**src/rtl/windup_gate_mc_pkg.sv**
```systemverilog
// Shared definitions for the multi-channel wind-up clock-enable gate:
// write-command encodings and the saturating add used by ADD.
package windup_pkg;

  typedef enum logic [1:0] {
    WM_LOAD  = 2'b00,
    WM_ADD   = 2'b01,
    WM_CLEAR = 2'b10,
    WM_RSVD  = 2'b11
  } wr_mode_e;

  // Sum is formed one bit wider than the operands, then clamped to 2^width-1.
  function automatic logic [63:0] sat_add(input logic [63:0] a,
                                          input logic [63:0] b,
                                          input int unsigned width);
    logic [64:0] sum;
    logic [64:0] lim;
    sum = {1'b0, a} + {1'b0, b};
    lim = (65'd1 << width) - 65'd1;
    return (sum > lim) ? lim[63:0] : sum[63:0];
  endfunction

endpackage

```
**src/rtl/windup_gate_mc_if.sv**
```systemverilog
// Write port, pause controls and per-channel status of windup_gate_mc.
interface windup_gate_mc_if #(
  parameter int BIT = 16,
  parameter int CH  = 4
);
  localparam int CH_W = (CH > 1) ? $clog2(CH) : 1;

  logic            wr_en;
  logic [CH_W-1:0] wr_ch;
  logic [1:0]      wr_mode;
  logic [BIT-1:0]  wind;
  logic            wr_reload;
  logic [CH-1:0]   pause;
  logic [CH-1:0]   en_out;
  logic [CH-1:0]   busy;
  logic [CH-1:0]   done;
  logic [CH*BIT-1:0] remain;

  modport master (
    output wr_en, wr_ch, wr_mode, wind, wr_reload, pause,
    input  en_out, busy, done, remain
  );

  modport slave (
    input  wr_en, wr_ch, wr_mode, wind, wr_reload, pause,
    output en_out, busy, done, remain
  );
endinterface

```
**src/rtl/windup_gate_mc_channel.sv**
```systemverilog
// One wind-up channel: down-counter emitting one enable per count.
// With WINDUP_RELOAD_EN defined, LOAD can arm an automatic reload on expiry.
module windup_channel
  import windup_pkg::*;
#(
  parameter int BIT = 16
) (
  input  logic           clk_in,
  input  logic           rst,
  input  logic           hit,
  input  logic [1:0]     mode,
  input  logic [BIT-1:0] wind,
  input  logic           wr_reload,
  input  logic           pause,
  output logic           en,
  output logic           busy,
  output logic           done,
  output logic [BIT-1:0] cnt
);

  logic [BIT-1:0] cnt_reg, cnt_next;
  logic           done_reg, done_next;
  logic [BIT-1:0] add_sat;
  logic [BIT-1:0] expire_val;

  assign add_sat = BIT'(sat_add(64'(cnt_reg), 64'(wind), BIT));

`ifdef WINDUP_RELOAD_EN
  logic [BIT-1:0] reload_reg, reload_next;
  logic           rl_reg, rl_next;

  assign expire_val = (rl_reg && (reload_reg != '0)) ? reload_reg : '0;

  always_comb begin
    reload_next = reload_reg;
    rl_next     = rl_reg;
    if (hit && (mode == WM_LOAD)) begin
      reload_next = wind;
      rl_next     = wr_reload;
    end else if (hit && (mode == WM_CLEAR)) begin
      rl_next     = 1'b0;
    end
  end

  always_ff @(posedge clk_in or negedge rst) begin
    if (!rst) begin
      reload_reg <= '0;
      rl_reg     <= 1'b0;
    end else begin
      reload_reg <= reload_next;
      rl_reg     <= rl_next;
    end
  end
`else
  logic unused_reload;
  assign unused_reload = wr_reload;
  assign expire_val    = '0;
`endif

  // A write in the same cycle always wins over the decrement.
  assign en   = (cnt_reg != '0) && !pause && !hit;
  assign busy = (cnt_reg != '0);
  assign done = done_reg;
  assign cnt  = cnt_reg;

  always_comb begin
    cnt_next  = cnt_reg;
    done_next = 1'b0;
    if (hit) begin
      case (mode)
        WM_LOAD:  cnt_next = wind;
        WM_ADD:   cnt_next = add_sat;
        WM_CLEAR: cnt_next = '0;
        default:  cnt_next = cnt_reg;
      endcase
    end else if (en) begin
      if (cnt_reg == BIT'(1)) begin
        cnt_next  = expire_val;
        done_next = 1'b1;
      end else begin
        cnt_next  = cnt_reg - BIT'(1);
      end
    end
  end

  always_ff @(posedge clk_in or negedge rst) begin
    if (!rst) begin
      cnt_reg  <= '0;
      done_reg <= 1'b0;
    end else begin
      cnt_reg  <= cnt_next;
      done_reg <= done_next;
    end
  end

endmodule

```
**src/rtl/windup_gate_mc.sv**
```systemverilog
// Multi-channel wind-up clock-enable gate: channel decode and readback flattening.
// Optional auto-reload per channel is enabled by defining WINDUP_RELOAD_EN.
module windup_gate_mc
  import windup_pkg::*;
#(
  parameter int BIT = 16,
  parameter int CH  = 4
) (
  input  logic           clk_in,
  input  logic           rst,
  windup_gate_mc_if.slave bus
);

  localparam int CH_W = (CH > 1) ? $clog2(CH) : 1;

  logic [CH-1:0] hit;

  // Out-of-range channel numbers and the reserved mode match no channel.
  generate
    for (genvar gi = 0; gi < CH; gi++) begin : g_ch
      assign hit[gi] = bus.wr_en && (bus.wr_ch == CH_W'(gi)) &&
                       (bus.wr_mode != WM_RSVD);

      windup_channel #(.BIT(BIT)) u_ch (
        .clk_in    (clk_in),
        .rst       (rst),
        .hit       (hit[gi]),
        .mode      (bus.wr_mode),
        .wind      (bus.wind),
        .wr_reload (bus.wr_reload),
        .pause     (bus.pause[gi]),
        .en        (bus.en_out[gi]),
        .busy      (bus.busy[gi]),
        .done      (bus.done[gi]),
        .cnt       (bus.remain[gi*BIT +: BIT])
      );
    end
  endgenerate

endmodule

```
**src/flat_wrapper.sv**
```systemverilog
// flat-port wrapper written by rule: the top's interface ports become plain ports
module windup_gate_mc_flat import windup_pkg::*;
#(
  parameter int BIT = 16,
  parameter int CH  = 4
)
  (clk_in, rst, bus_wr_en, bus_wr_ch, bus_wr_mode, bus_wind, bus_wr_reload, bus_pause, bus_en_out, bus_busy, bus_done, bus_remain);
  windup_gate_mc_if #(.BIT(BIT), .CH(CH)) bus_i ();
  input  logic clk_in;
  input  logic rst;
  input wire logic [$bits(bus_i.wr_en)-1:0] bus_wr_en;
  input wire logic [$bits(bus_i.wr_ch)-1:0] bus_wr_ch;
  input wire logic [$bits(bus_i.wr_mode)-1:0] bus_wr_mode;
  input wire logic [$bits(bus_i.wind)-1:0] bus_wind;
  input wire logic [$bits(bus_i.wr_reload)-1:0] bus_wr_reload;
  input wire logic [$bits(bus_i.pause)-1:0] bus_pause;
  output wire logic [$bits(bus_i.en_out)-1:0] bus_en_out;
  output wire logic [$bits(bus_i.busy)-1:0] bus_busy;
  output wire logic [$bits(bus_i.done)-1:0] bus_done;
  output wire logic [$bits(bus_i.remain)-1:0] bus_remain;
  assign bus_i.wr_en = bus_wr_en;
  assign bus_i.wr_ch = bus_wr_ch;
  assign bus_i.wr_mode = bus_wr_mode;
  assign bus_i.wind = bus_wind;
  assign bus_i.wr_reload = bus_wr_reload;
  assign bus_i.pause = bus_pause;
  assign bus_en_out = bus_i.en_out;
  assign bus_busy = bus_i.busy;
  assign bus_done = bus_i.done;
  assign bus_remain = bus_i.remain;
  windup_gate_mc #(.BIT(BIT), .CH(CH)) u_core (.clk_in(clk_in), .rst(rst), .bus(bus_i));
endmodule
```
**config.mk**
```make
export PLATFORM = sky130hd
export DESIGN_NAME = windup_gate_mc_flat
export DESIGN_NICKNAME = d
export VERILOG_FILES = /design/src/rtl/windup_gate_mc_pkg.sv /design/src/rtl/windup_gate_mc_if.sv /design/src/rtl/windup_gate_mc_channel.sv /design/src/rtl/windup_gate_mc.sv /design/src/flat_wrapper.sv
export SDC_FILE = /design/constraint.sdc
export NUM_CORES = 1
export LEC_CHECK = 0
export CELL_PAD_IN_SITES_DETAIL_PLACEMENT = 0
export CELL_PAD_IN_SITES_GLOBAL_PLACEMENT = 1
export CORE_ASPECT_RATIO = 0.5
export CORE_MARGIN = 2
export CORE_UTILIZATION = 39
export DETAILED_ROUTE_END_ITERATION = 10
export PLACE_DENSITY_LB_ADDON = 0.15
export SYNTH_ARGS = -nofsm -noshare
export SYNTH_HDL_FRONTEND = slang
export SYNTH_HIERARCHICAL = 1
export SYNTH_SLANG_ARGS = --single-unit
export TNS_END_PERCENT = 50
```
**constraint.sdc**
```tcl
create_clock -name clk_in -period 2.4 [get_ports clk_in]
set_input_delay 0.6 -clock clk_in [delete_from_list [all_inputs] [get_ports clk_in]]
set_output_delay 0.6 -clock clk_in [all_outputs]
set_load 0.02 [all_outputs]
```
# Word-level counts from Yosys, hierarchy flattened
# Cells that the tools add are included.
word_totals:
  reg_bits: 68
  inputBits: 28
  output_inout_bits: 76
  word_cells: 104
classes:
  addsub: 8
  order_cmp: 4
  eq_ne: 14
  n_mux: 32
  n_reduce_logical: 38
op_table:
  columns: ["operator", "count"]
  rows:
  - ["$mux 16", 16]
  - ["$pmux 16 s3", 4]
  - ["$add 16x16->17", 4]
  - ["$gt 17x16->1 const B", 4]
  - ["$eq 16x1->1 const B", 4]
  - ["$reduce_bool 16->1", 4]
  - ["$sub 16x1->16 const B", 4]
  - ["$logic_and 1x1->1", 16]
  - ["$ne 4x1->1 const B", 4]
  - ["$mux 1", 12]
  - ["$logic_not 1->1", 8]
  - ["$reduce_and 2->1", 4]
  - ["$reduce_bool 2->1", 4]
  - ["$eq 2x2->1 const B", 3]
  - ["$eq 2x1->1 const B", 2]
  - ["$logic_not 2->1", 2]
  - ["$ne 2x2->1 const B", 1]

# Logic depth before layout (Yosys ltp)
# Gate-level depths: netlist of the first run.
logic_depth:
  ltp_word: 7
  mapped_depth: 11
  mapped_depth_nobuf: 10

# Hierarchy
# Netlist of the first run, hierarchy kept.
by_module_without_submodules:
  columns: ["module", "n_inst", "cells_each", "area_per_inst_um2", "seq_area_each_um2"]
  rows:
  - ["windup_channel (u_core.g_ch[1].u_ch ...)", 3, 305, 2311.0, 425.4]
  - ["windup_channel (u_core.g_ch[0].u_ch)", 1, 284, 2132.0, 425.4]
  - ["windup_gate_mc", 1, 7, 37.5, 0.0]

# Least setup slack after synthesis of the first run
# OpenSTA, ideal clock, no wires.
synth_path:
  path_type: "input-to-reg"
  start: "in bus_wind[0]"
  end: "reg u_core.g_ch[0].u_ch.cnt_reg[1]"
  setup_ns: 0.082
  arrival_ns: 2.568
  t_required_ns: 2.318
  setup_slack_ns: -0.250
  stages: 11
  path_buffers: 1
  path_cell_list: "ha_1 -> inv_1 -> fa_1 -> nand2b_1 -> a21oi_1 -> o21bai_1 -> a21o_1 -> a21oi_1 -> clkbuf_1 -> o21bai_1 -> a31oi_1"
synth_via:
  elab_chain_cells: 5
synth_rtl:
  columns: ["item", "line", "rtl"]
  rows:
  - ["start, declared", "flat_wrapper.sv:14", "input wire logic [$bits(bus_i.wind)-1:0] bus_wind;"]
  - ["$add 16x16->17 *", "windup_gate_mc_pkg.sv:18", "sum = {1'b0, a} + {1'b0, b};"]
  - ["$gt 17x16->1", "windup_gate_mc_pkg.sv:20", "return (sum > lim) ? lim[63:0] : sum[63:0];"]
  - ["$mux 16 *", "windup_gate_mc_pkg.sv:20", null]
  - ["$pmux 16 s3 *", "windup_gate_mc_channel.sv:70", "case (mode)"]
  - ["$mux 16 *", "windup_gate_mc_channel.sv:69", "if (hit) begin"]
  - ["end signal, assigned", "windup_gate_mc_channel.sv:91", "cnt_reg <= cnt_next;"]
  - ["end, declared", "windup_gate_mc_channel.sv:21", "logic [BIT-1:0] cnt_reg, cnt_next;"]
# Mark *: on every way between the ends. The rest lies on a longest branch, timed or not.
# A chain may end at the register's enable or synchronous reset.

# Worst setup path after layout of the first run
layout_path:
  start: "reg u_core.g_ch[1].u_ch.cnt_reg[8]"
  end: "out bus_en_out[1]"
layout_via:
  elab_chain_cells: 3
layout_rtl:
  columns: ["item", "line", "rtl"]
  rows:
  - ["start, declared", "windup_gate_mc_channel.sv:21", null]
  - ["start signal, assigned", "windup_gate_mc_channel.sv:91", null]
  - ["$reduce_bool 16->1", "windup_gate_mc_channel.sv:61", "assign en = (cnt_reg != '0) && !pause && !hit;"]
  - ["$logic_and 1x1->1 (2 in series)", "windup_gate_mc_channel.sv:61", null]
  - ["end, declared", "flat_wrapper.sv:17", "output wire logic [$bits(bus_i.en_out)-1:0] bus_en_out;"]
# Every way passes these cells.

==> flow_summary_export.csv, run 1 <==
group,metric,value,unit
pwr,ir_drop,625,uV
sta,skew,0.00719,ns
clock_network,clockBufferDepth,2,
placed_design,pre_cts_ws,-0.940,ns
setup_path,worstPathRequired,1.80,ns
sta,min_period,2.57,ns
setup_path,reg2reg_to,"u_core/g_ch[0].u_ch/cnt[11]",
setup_path,endpoint,"bus_en_out[1]",
grt,first_global_vias,11400,
grt,grt_max_degree,37,
synth,synth_flop_cell,"dfrtp_1",
floorplan,start_util,39.8,%
clock_network,cts_made_buffers,9,
status,violations,"negative setup slack",
status,status,"finished, violations left",
final_layout,drive_gt1_share,40.1,%
drt,wl_per_cell,20.1,um
floorplan,die-area,24700,sq um
clock_network,htreeDepth,3,
final_layout,fillers,1914,
final_layout,fin_util,66.9,%
floorplan,dieHeight,112,um
pwr,power_leakage,6.69,nW
final_layout,final_cell_mix,"buf_4, nand2_1, a21oi_1",
sta,rsz0062_at_grt,"true",
placed_design,gp_congestion,0.988,
sta,finalCritPeriodShare,107,%
sta,setup_violations,8,
synth,yosysWarningCount,6,
synth,synth_area,9100,sq um
pwr,total_power,18.3,mW
grt,grt_pass1_wl,62700,um
synth,synth_nets,1318,
drt,drt_iter0_markers,1160,
final_layout,area_delta_synth_final,68.2,%
drt,drt-total-wl,40900,um
synth,synth_cell_type_count,74,
setup_path,regToRegStartpoint,"u_core/g_ch[0].u_ch/cnt[0]",
grt,antenna_found_initial,2,
pwr,p_per_area,1190,nW/um^2
sta,fmax,0.390,GHz
clock_network,cts-root-buf,"clkbuf_16",
clock_network,clk_pin_slew,0.06,ns
clock_network,clock_sinks,68,
setup_path,crit_path_start_kind,"flip-flop",
final_layout,antennaDiodeCount,0,
drt,drtPass1Iterations,6,
sta,slew_viol_final,0,
drt,dr_total_vias,11900,
setup_path,end_kind,"output port",
clock_network,hold_buffers,0,
floorplan,core,22900,sq um
sta,hold_viol,0,
final_layout,nNetsFinal,1839,
placed_design,place_area,13500,sq um
setup_path,critPathLaunch,"u_core/g_ch[1].u_ch/cnt[8]",
final_layout,final_common_cell,"buf_4",
setup_path,crit_arrival,1.97,ns
sta,tightest_slew,0.646,ns
synth,synth_cells,1206,
sta,fin_ws,-0.167,ns
synth,ys_seq_area_share,18.7,%
floorplan,die_width,220,um
floorplan,num_rows,39,
grt,grt_util_all_layers,32.6,%
placed_design,port_buffers,102,
setup_path,cp_max_fo,2,
final_layout,stdcell_count,2039,
placed_design,hpwlAfterDp,30400,um
floorplan,num_io_pins,104,
synth,ys_ff_latch,68,
setup_path,ff2ff_setup_slack,0,ns
drt,ant_nets,0,
placed_design,place_inst,1972,
hold_path,hold_class,"input port to async pin",
synth,async_flop_share,100,%
setup_path,critPathKind,"flip-flop to output port",
setup_path,reg2reg_depth,10,
final_layout,largest_register_ffs,64,
grt,grt-ovfl-total,0,
sta,slew_headroom,56.4,%
clock_network,cts_tree,"done",
clock_network,clk_latency,0.35,ns
synth,synth_edf_count,0,
flow_run,cap_violations,0,
final_layout,final_area,15300,sq um
drt,via_per_inst,5.86,
drt,post-route-drc-count,0,
synth,syn_avg_cell_area,7.55,sq um
==> critical path, cell delays in order, from the launching register on <==
cell	delay (ns)
dfrtp_1	0.37
or4_4	0.55
and4bb_4	0.35
nand2_4	0.07
and2_4	0.16
buf_6	0.12
==> cell usage after synthesis (7+ instances only) <==
cell type  count  share of area, %
a211oi_1      22               1.8
a21o_1        20               1.6
a21oi_1      115               6.3
a22oi_1        9              0.74
a31o_2         9              0.87
a31oi_1       11              0.76
and2_1        22               1.5
and3_1         9              0.62
buf_2          7              0.38
buf_6          7              0.87
clkbuf_1      26               1.1
dfrtp_1       68                19
ha_1          80                11
inv_1         46               1.9
mux2i_1        7              0.77
nand2_1      115               4.7
nand2b_1      27               1.9
nand3_1       57               3.1
nand4_1       18               1.2
nor2_1        69               2.8
nor2b_1       22               1.5
nor3_1        54               3.0
nor4_1         7              0.48
o2111ai_1     12               1.2
o211ai_1      20               1.6
o21a_1        24               2.0
o21ai_0      101               5.6
o21ai_1       36               2.0
o21bai_1       9              0.74
o31ai_1       10              0.82
or3_1         11              0.76
or4_4          7              0.87
xnor2_1       21               2.0
xor2_1        15               1.4
==> worst min-delay path by stage <==
stage / slack (ns) / cells after the start / endpoint / from
after floorplan: 0.30 / 0 / u_core/g_ch[0].u_ch/cnt[0] / rst
after global placement: 0.60 / 1 / u_core/g_ch[0].u_ch/cnt[8] / rst
after detailed placement: 0.60 / 1 / u_core/g_ch[0].u_ch/cnt[10] / rst
after CTS: 0.22 / 1 / u_core/g_ch[0].u_ch/cnt[10] / rst
after global routing: 0.25 / 1 / u_core/g_ch[0].u_ch/cnt[10] / rst
final: 0.22 / 1 / u_core/g_ch[0].u_ch/cnt[10] / rst
==> through the flow <==
| stage | hold WS [ns] | TNS, ns |
|---|---|---|
| 6_report | 0.222 | -0.804 |
| 5_1_grt | 0.245 | -1.60 |
| 4_1_cts | 0.225 | -0.890 |
| 3_5_place_dp | 0.604 | -58.02 |
| 3_3_place_gp | 0.598 | -53.23 |
| 2_1_floorplan | 0.304 | -0.452 |
==> cell families (layout without fill, tap and decap cells) <==
group | Yosys count | in the layout | synth area share [%]
AO/OA/AOI/OAI | 465 | 467 | 33.3
XOR/XNOR | 36 | 36 | 3.46
adder cells (fa/ha/maj) | 84 | 84 | 11.9
buffers and inverters | 92 | 616 | 4.67
flip-flops | 68 | 68 | 18.7
multiplexers | 7 | 7 | 0.770
AND/OR/NAND/NOR | 454 | 454 | 27.2
==> what timing repair did <==
item,in CTS,in global routing
resized for setup,217,98
setup buffers,40,13
setup endpoints to repair,72,70
pin swaps,58,56
gates cloned,1,1
==> final cells by class <==
class / instances / area [sq um] / share of cell area, %
multi-input combinational: 1048 / 8100 / 52.9
timing repair buffer: 554 / 4660 / 30.5
sequential: 68 / 1710 / 11.1
tap: 307 / 384 / 2.51
clock buffer: 11 / 233 / 1.52
inverter: 46 / 173 / 1.13
clock inverter: 5 / 52.6 / 0.343
==> power breakdown <==
part	switching (mW)	internal [mW]
clock	0.558	0.801
sequential	0.457	1.65
combinational	7.59	7.21
==> layer usage <==
| layer | global-route usage (%) | vias up | share of wire, % |
|---|---|---|---|
| li1 | - | 5645 | - |
| met1 | 46.6 | 5723 | 45 |
| met2 | 50.9 | 487 | 44 |
| met3 | 5.26 | 86 | 7.8 |
| met4 | 9.08 | 0 | 2.6 |
| met5 | 0 | - | 0 |
(Power assumes the default switching activity.)
==> inputs of run 2 (changes only) <==
--- a/config.mk
+++ b/config.mk
@@ -8,7 +8,6 @@
 export CELL_PAD_IN_SITES_DETAIL_PLACEMENT = 0
 export CELL_PAD_IN_SITES_GLOBAL_PLACEMENT = 1
 export CORE_ASPECT_RATIO = 0.5
-export CORE_MARGIN = 2
 export CORE_UTILIZATION = 39
 export DETAILED_ROUTE_END_ITERATION = 10
 export PLACE_DENSITY_LB_ADDON = 0.15
==> run 2 against run 1 <==
The run still ends with negative setup slack left. Global-route usage grew 1.6 points. Non-clock buffer count fell by 14. Hold slack better by 0.0061 ns. Fmax rose by 0.16%. Combinational power is 3% higher. Sequential cell count stayed put. Via count rose by 0.31%. Die area decreased by 2.7%. Power is 2.9% higher. Final area increased by 1.4%. Sequential power about the same.
==> flow_summary_export.csv, run 2 (same netlist as run 1, synthesis figures left out) <==
group,metric,value,unit
final_layout,fillers,1874,
setup_path,end_kind,"output port",
setup_path,worstPathRequired,1.80,ns
drt,post-route-drc-count,0,
setup_path,cp_max_fo,2,
sta,finalCritPeriodShare,107,%
floorplan,num_rows,39,
sta,setup_violations,9,
grt,antenna_found_initial,0,
status,status,"finished, violations left",
final_layout,drive_gt1_share,41.0,%
grt,grt_util_all_layers,34.2,%
setup_path,critical-path-top-delay-family,"simple AND/OR/NAND/NOR gates",
pwr,ir_drop,803,uV
sta,slew_viol_final,0,
drt,wl_met2,18500,um
sta,tightest_slew,0.685,ns
sta,skew,0.0122,ns
floorplan,num_io_pins,104,
floorplan,dieHeight,110,um
floorplan,start_util,39.9,%
grt,grt_max_degree,35,
setup_path,critPathKind,"flip-flop to output port",
final_layout,final_common_cell,"buf_4",
final_layout,area_delta_synth_final,70.7,%
sta,final.setup.tns,-0.990,ns
drt,dr_total_vias,12000,
setup_path,crit_arrival,1.96,ns
pwr,total_power,18.8,mW
placed_design,hpwlAfterDp,30400,um
drt,drt_iter0_markers,1090,
final_layout,final_cell_mix,"buf_4, nand2_1, a21oi_1",
clock_network,clk_pin_slew,0.07,ns
floorplan,core,22800,sq um
pwr,p_per_area,1210,nW/um^2
setup_path,crit_buf_inv,1,
clock_network,clock_sinks,68,
drt,route.met3.wl,3430,um
clock_network,cts_tree,"done",
sta,slew_headroom,53.7,%
sta,fmax,0.390,GHz
setup_path,crit_path_start_kind,"flip-flop",
setup_path,worstPathCellList,"or4_4 -> and4bb_4 -> nand2_4 -> and2_4 -> buf_6",
drt,top_layer,"met4",
floorplan,die-area,24000,sq um
sta,rsz0062_at_grt,"true",
clock_network,cts-root-buf,"clkbuf_16",
final_layout,antennaDiodeCount,0,
drt,drt-total-wl,41400,um
final_layout,nNetsFinal,1826,
clock_network,hold_buffers,0,
drt,wl_per_cell,20.4,um
drt,ant_nets,0,
drt,drtPass1Iterations,6,
sta,min_period,2.56,ns
floorplan,die_width,218,um
clock_network,htreeDepth,3,
setup_path,crit_slowest_cell,"or4_4",
setup_path,ff2ff_setup_slack,0,ns
grt,first_global_vias,11700,
final_layout,largest_register_ffs,64,
hold_path,hold_class,"input port to async pin",
clock_network,cts_made_buffers,9,
placed_design,gp_congestion,0.954,
drt,via_per_inst,5.91,
grt,grt_pass1_wl,63600,um
grt,grt-ovfl-total,0,
flow_run,cap_violations,0,
sta,fin_ws,-0.163,ns
pwr,power_leakage,6.66,nW
status,violations,"negative setup slack",
clock_network,clockBufferDepth,2,
sta,hold_viol,0,
drt,drt-met1-wl,18500,um
clock_network,clk_latency,0.35,ns
placed_design,port_buffers,102,
setup_path,slowest_delay,0.54,ns
-- run 2: cell types whose count changed in the layout (fill, tap and decap cells not counted), sizes merged --
| cell | before | now |
|---|---|---|
| a31o | 12 | 13 |
| dlygate4sd2 | 12 | 14 |
| dlymetal6s2s | 2 | 1 |
| clkinv | 3 | 2 |
| buf | 465 | 451 |
-- run 2: layout make-up --
class,instances,area (sq um),share of cell area [%]
Multi-Input combinational cell,1049,8410,54.1
Sequential cell,68,1700,11.0
Inverter,46,173,1.11
Timing Repair Buffer,540,4570,29.4
Clock buffer,12,256,1.65
Clock inverter,4,47.5,0.306
Tap cell,307,384,2.47
-- run 2: what timing repair did --
item                                    in CTS  in global routing
gates resized for setup                    287                 86
endpoints found under the setup margin      72                 71
pin swaps                                   64                 50
gates cloned                                 4                  0
setup buffers                               39                  9
-- run 2: routing by layer --
metal  GRT usage [%]  vias up
li1                -     5610
met1            47.0     5849
met2            54.9      446
met3            6.39       73
met4            9.84        0
met5               0        -
-- run 2: path summary, 6_finish.rpt --
check	cells past startpoint	from	endpoint
worst min-delay path	1	rst	u_core/g_ch[3].u_ch/done
worst max register to register	11	u_core/g_ch[0].u_ch/cnt[0]	u_core/g_ch[0].u_ch/cnt[11]
worst min register to register	3	u_core/g_ch[2].u_ch/cnt[7]	u_core/g_ch[2].u_ch/cnt[7]
min in group clk_in	3	u_core/g_ch[2].u_ch/cnt[7]	u_core/g_ch[2].u_ch/cnt[7]
worst max-delay path	5	u_core/g_ch[2].u_ch/cnt[8]	bus_en_out[2]
max in group asynchronous	2	rst	u_core/g_ch[1].u_ch/cnt[7]
-- run 2: worst register-to-register path: cells and delay by family (launching register included) --
| kind | cells | cell delay, ns |
|---|---|---|
| xor gates and xnor gates | 1 | 0.07 |
| adders and majority gates | 1 | 0.19 |
| AOI/OAI and AO/OA | 6 | 1.19 |
| DFF | 1 | 0.43 |
| buffers and inverters | 3 | 0.41 |
-- run 2: where the power goes --
part	internal, mW	total [mW]	switching, mW	leakage, nW
registers	1.64	2.09	0.444	0.849
clock network	0.860	1.44	0.575	0.149
logic	7.40	15.3	7.88	5.66
total	9.90	18.8	8.90	6.66
-- run 2: through the flow --
step | cell area, sq um | cells | util (%) | setup slack (ns) | hold slack, ns
final | 15500 | 2026 | 68.0 | -0.163 | 0.228
after global routing | 15500 | 2026 | 68.0 | -0.209 | 0.256
after CTS | 15100 | 2020 | 66.3 | -0.167 | 0.237
after detailed placement | 13400 | 1963 | 58.5 | -1.04 | 0.607
after global placement | 13400 | 1963 | 58.5 | -0.847 | 0.613
after floorplan | 9130 | 1206 | - | -0.0672 | 0.304
==> inputs of run 3 (changes only) <==
--- a/config.mk
+++ b/config.mk
@@ -5,12 +5,15 @@
 export SDC_FILE = /design/constraint.sdc
 export NUM_CORES = 1
 export LEC_CHECK = 0
+export CAP_MARGIN = 30
 export CELL_PAD_IN_SITES_DETAIL_PLACEMENT = 0
 export CELL_PAD_IN_SITES_GLOBAL_PLACEMENT = 1
 export CORE_ASPECT_RATIO = 0.5
 export CORE_UTILIZATION = 39
 export DETAILED_ROUTE_END_ITERATION = 10
+export GPL_TIMING_DRIVEN = 0
 export PLACE_DENSITY_LB_ADDON = 0.15
+export SKIP_LAST_GASP = 1
 export SYNTH_ARGS = -nofsm -noshare
 export SYNTH_HDL_FRONTEND = slang
 export SYNTH_HIERARCHICAL = 1
==> run 3 against run 2 <==
The flow still finishes with violations (negative setup slack). Final area fell by 17%. Sequential cell count did not move. Clock power fell by 15%. Combinational power fell by 24%. Core utilization fell by 11 points. Largest cell class unchanged. Highest routed layer unchanged.
==> flow_summary_export.csv, run 3 (same netlist as run 1, synthesis figures left out) <==
group,metric,value,unit
status,status,"finished, violations left",
status,violations,"negative setup slack",
drt,wl_per_cell,21.6,um
clock_network,clock_sinks,68,
drt,post-route-drc-count,0,
setup_path,crit_buf_inv,1,
floorplan,start_util,39.9,%
pwr,p_per_area,1200,nW/um^2
setup_path,crit_path_start_kind,"flip-flop",
clock_network,cts_made_buffers,9,
drt,drtPass1Iterations,7,
final_layout,drive_gt1_share,30.1,%
setup_path,reg2reg_to,"u_core/g_ch[3].u_ch/cnt[9]",
placed_design,hpwlAfterDp,25300,um
sta,setup_violations,36,
setup_path,cp_max_fo,7,
clock_network,clk_latency,0.35,ns
sta,tightest_slew,0.552,ns
setup_path,ff2ff_setup_slack,-0.13,ns
clock_network,htreeDepth,3,
drt,ant_nets,0,
sta,skew,0.00851,ns
floorplan,die_width,218,um
setup_path,slowest_delay,0.51,ns
final_layout,seqCellArea,1750,sq um
setup_path,worstPathCellList,"nor3_1 -> and4bb_4 -> nand2_2 -> and2_4 -> buf_6",
grt,grt_max_degree,37,
final_layout,multi_input_area,8140,sq um
sta,hold_viol,0,
setup_path,regToRegStartpoint,"u_core/g_ch[3].u_ch/cnt[5]",
final_layout,stdcell_count,1716,
setup_path,end_kind,"output port",
final_layout,antennaDiodeCount,0,
setup_path,critPathKind,"flip-flop to output port",
pwr,ir_drop,551,uV
pwr,power_leakage,5.06,nW
drt,drt_iter0_markers,1112,
placed_design,place_inst,1616,
placed_design,pre_cts_ws,-1.56,ns
final_layout,final_common_cell,"nand2_1",
pwr,total_power,15.6,mW
sta,whs,0.205,ns
clock_network,clk_pin_slew,0.06,ns
final_layout,final_cell_mix,"nand2_1, a21oi_1, buf_4",
sta,finalCritPeriodShare,108,%
floorplan,num_io_pins,104,
drt,via_per_inst,6.29,
floorplan,core,22800,sq um
sta,slew_viol_final,0,
final_layout,area_delta_synth_final,41.9,%
sta,fmax,0.385,GHz
sta,slew_headroom,63.2,%
grt,first_global_vias,9437,
placed_design,gp_congestion,0.911,
final_layout,nNetsFinal,1519,
grt,grt_pass1_wl,54000,um
grt,antenna_found_initial,0,
setup_path,crit_arrival,2.00,ns
placed_design,port_buffers,102,
sta,min_period,2.60,ns
clock_network,cts-root-buf,"clkbuf_16",
setup_path,crit_slowest_cell,"nor3_1",
flow_run,cap_violations,0,
setup_path,reg2reg_depth,7,
grt,grt_util_all_layers,29.2,%
final_layout,largest_register_ffs,64,
setup_path,worstPathRequired,1.80,ns
grt,grt-ovfl-total,0,
final_layout,fillers,2104,
floorplan,dieHeight,110,um
floorplan,num_rows,39,
setup_path,critical-path-top-delay-family,"simple AND/OR/NAND/NOR gates",
drt,dr_total_vias,10800,
sta,fin_ws,-0.197,ns
sta,rsz0062_at_grt,"true",
clock_network,hold_buffers,0,
drt,drt-total-wl,37000,um
clock_network,clockBufferDepth,2,
floorplan,die-area,24000,sq um
hold_path,hold_class,"input port to async pin",
clock_network,cts_tree,"done",
-- run 3: changes by cell type in the layout (fill, tap and decap cells not counted), moves of 13 or more --
cell           delta
ha_2             +18
dfrtp_1          -37
buf_4           -301
dfrtp_2          +37
a21oi_2          -15
o21ai_1          -23
a21oi_1          +14
o21ai_0          +17
dlygate4sd2_1    -13
ha_4             -19
-- run 3: power by group --
| group | switching, mW | internal, mW |
|---|---|---|
| sequential | 1.04 | 1.70 |
| clock | 0.541 | 0.675 |
| combinational | 6.43 | 5.17 |
| total | 8.01 | 7.54 |
-- run 3: cell type report --
cell class / instances / area share [%]
clock buffers: 9 / 1.74
plain buffers: 29 / 2.43
inverters: 46 / 1.34
flip-flops and latches: 68 / 13.5
multi-input cells: 1046 / 63.0
well taps: 307 / 2.97
repair buffers: 207 / 14.8
clock inverters: 4 / 0.155
-- run 3: through the flow --
stage / cell area [sq um] / utilization, % / TNS (ns)
final: 12900 / 56.6 / -2.34
after detailed placement: 10500 / 46.2 / -95.53
after CTS: 11700 / 51.2 / -5.06
after floorplan: 9130 / - / -0.452
after global routing: 12900 / 56.6 / -5.38
after global placement: 10500 / 46.1 / -220.52
-- run 3: how the worst max path moves through the flow --
stage,end,depth (start not counted),slack [ns],from
floorplan,u_core/g_ch[0].u_ch/cnt[11],8,-0.07,bus_wind[1]
global placement,u_core/g_ch[0].u_ch/cnt[11],1,-1.87,rst
detailed placement,u_core/g_ch[3].u_ch/cnt[11],11,-1.56,bus_wind[0]
CTS,bus_en_out[2],5,-0.22,u_core/g_ch[2].u_ch/cnt[9]
global route,bus_en_out[3],5,-0.24,u_core/g_ch[3].u_ch/cnt[14]
finish,bus_en_out[3],5,-0.20,u_core/g_ch[3].u_ch/cnt[14]
-- run 3: repair_timing --
item	in CTS	in global routing
setup buffers	41	59
gates cloned	1	3
endpoints found under the setup margin	72	72
hold endpoints to repair	0	0
pin swaps	19	60
gates resized for setup	280	215
-- run 3: per-layer routing --
| layer | routed length [um] | vias to the layer above | share of wire (%) | track usage (%) |
|---|---|---|---|---|
| met5 | 0 | - | 0 | 0 |
| met4 | 791 | 0 | 2.1 | 7.74 |
| met3 | 2890 | 54 | 7.8 | 4.17 |
| met2 | 15900 | 447 | 43 | 43.8 |
| met1 | 17400 | 5302 | 47 | 43.3 |
| li1 | - | 4984 | - | - |
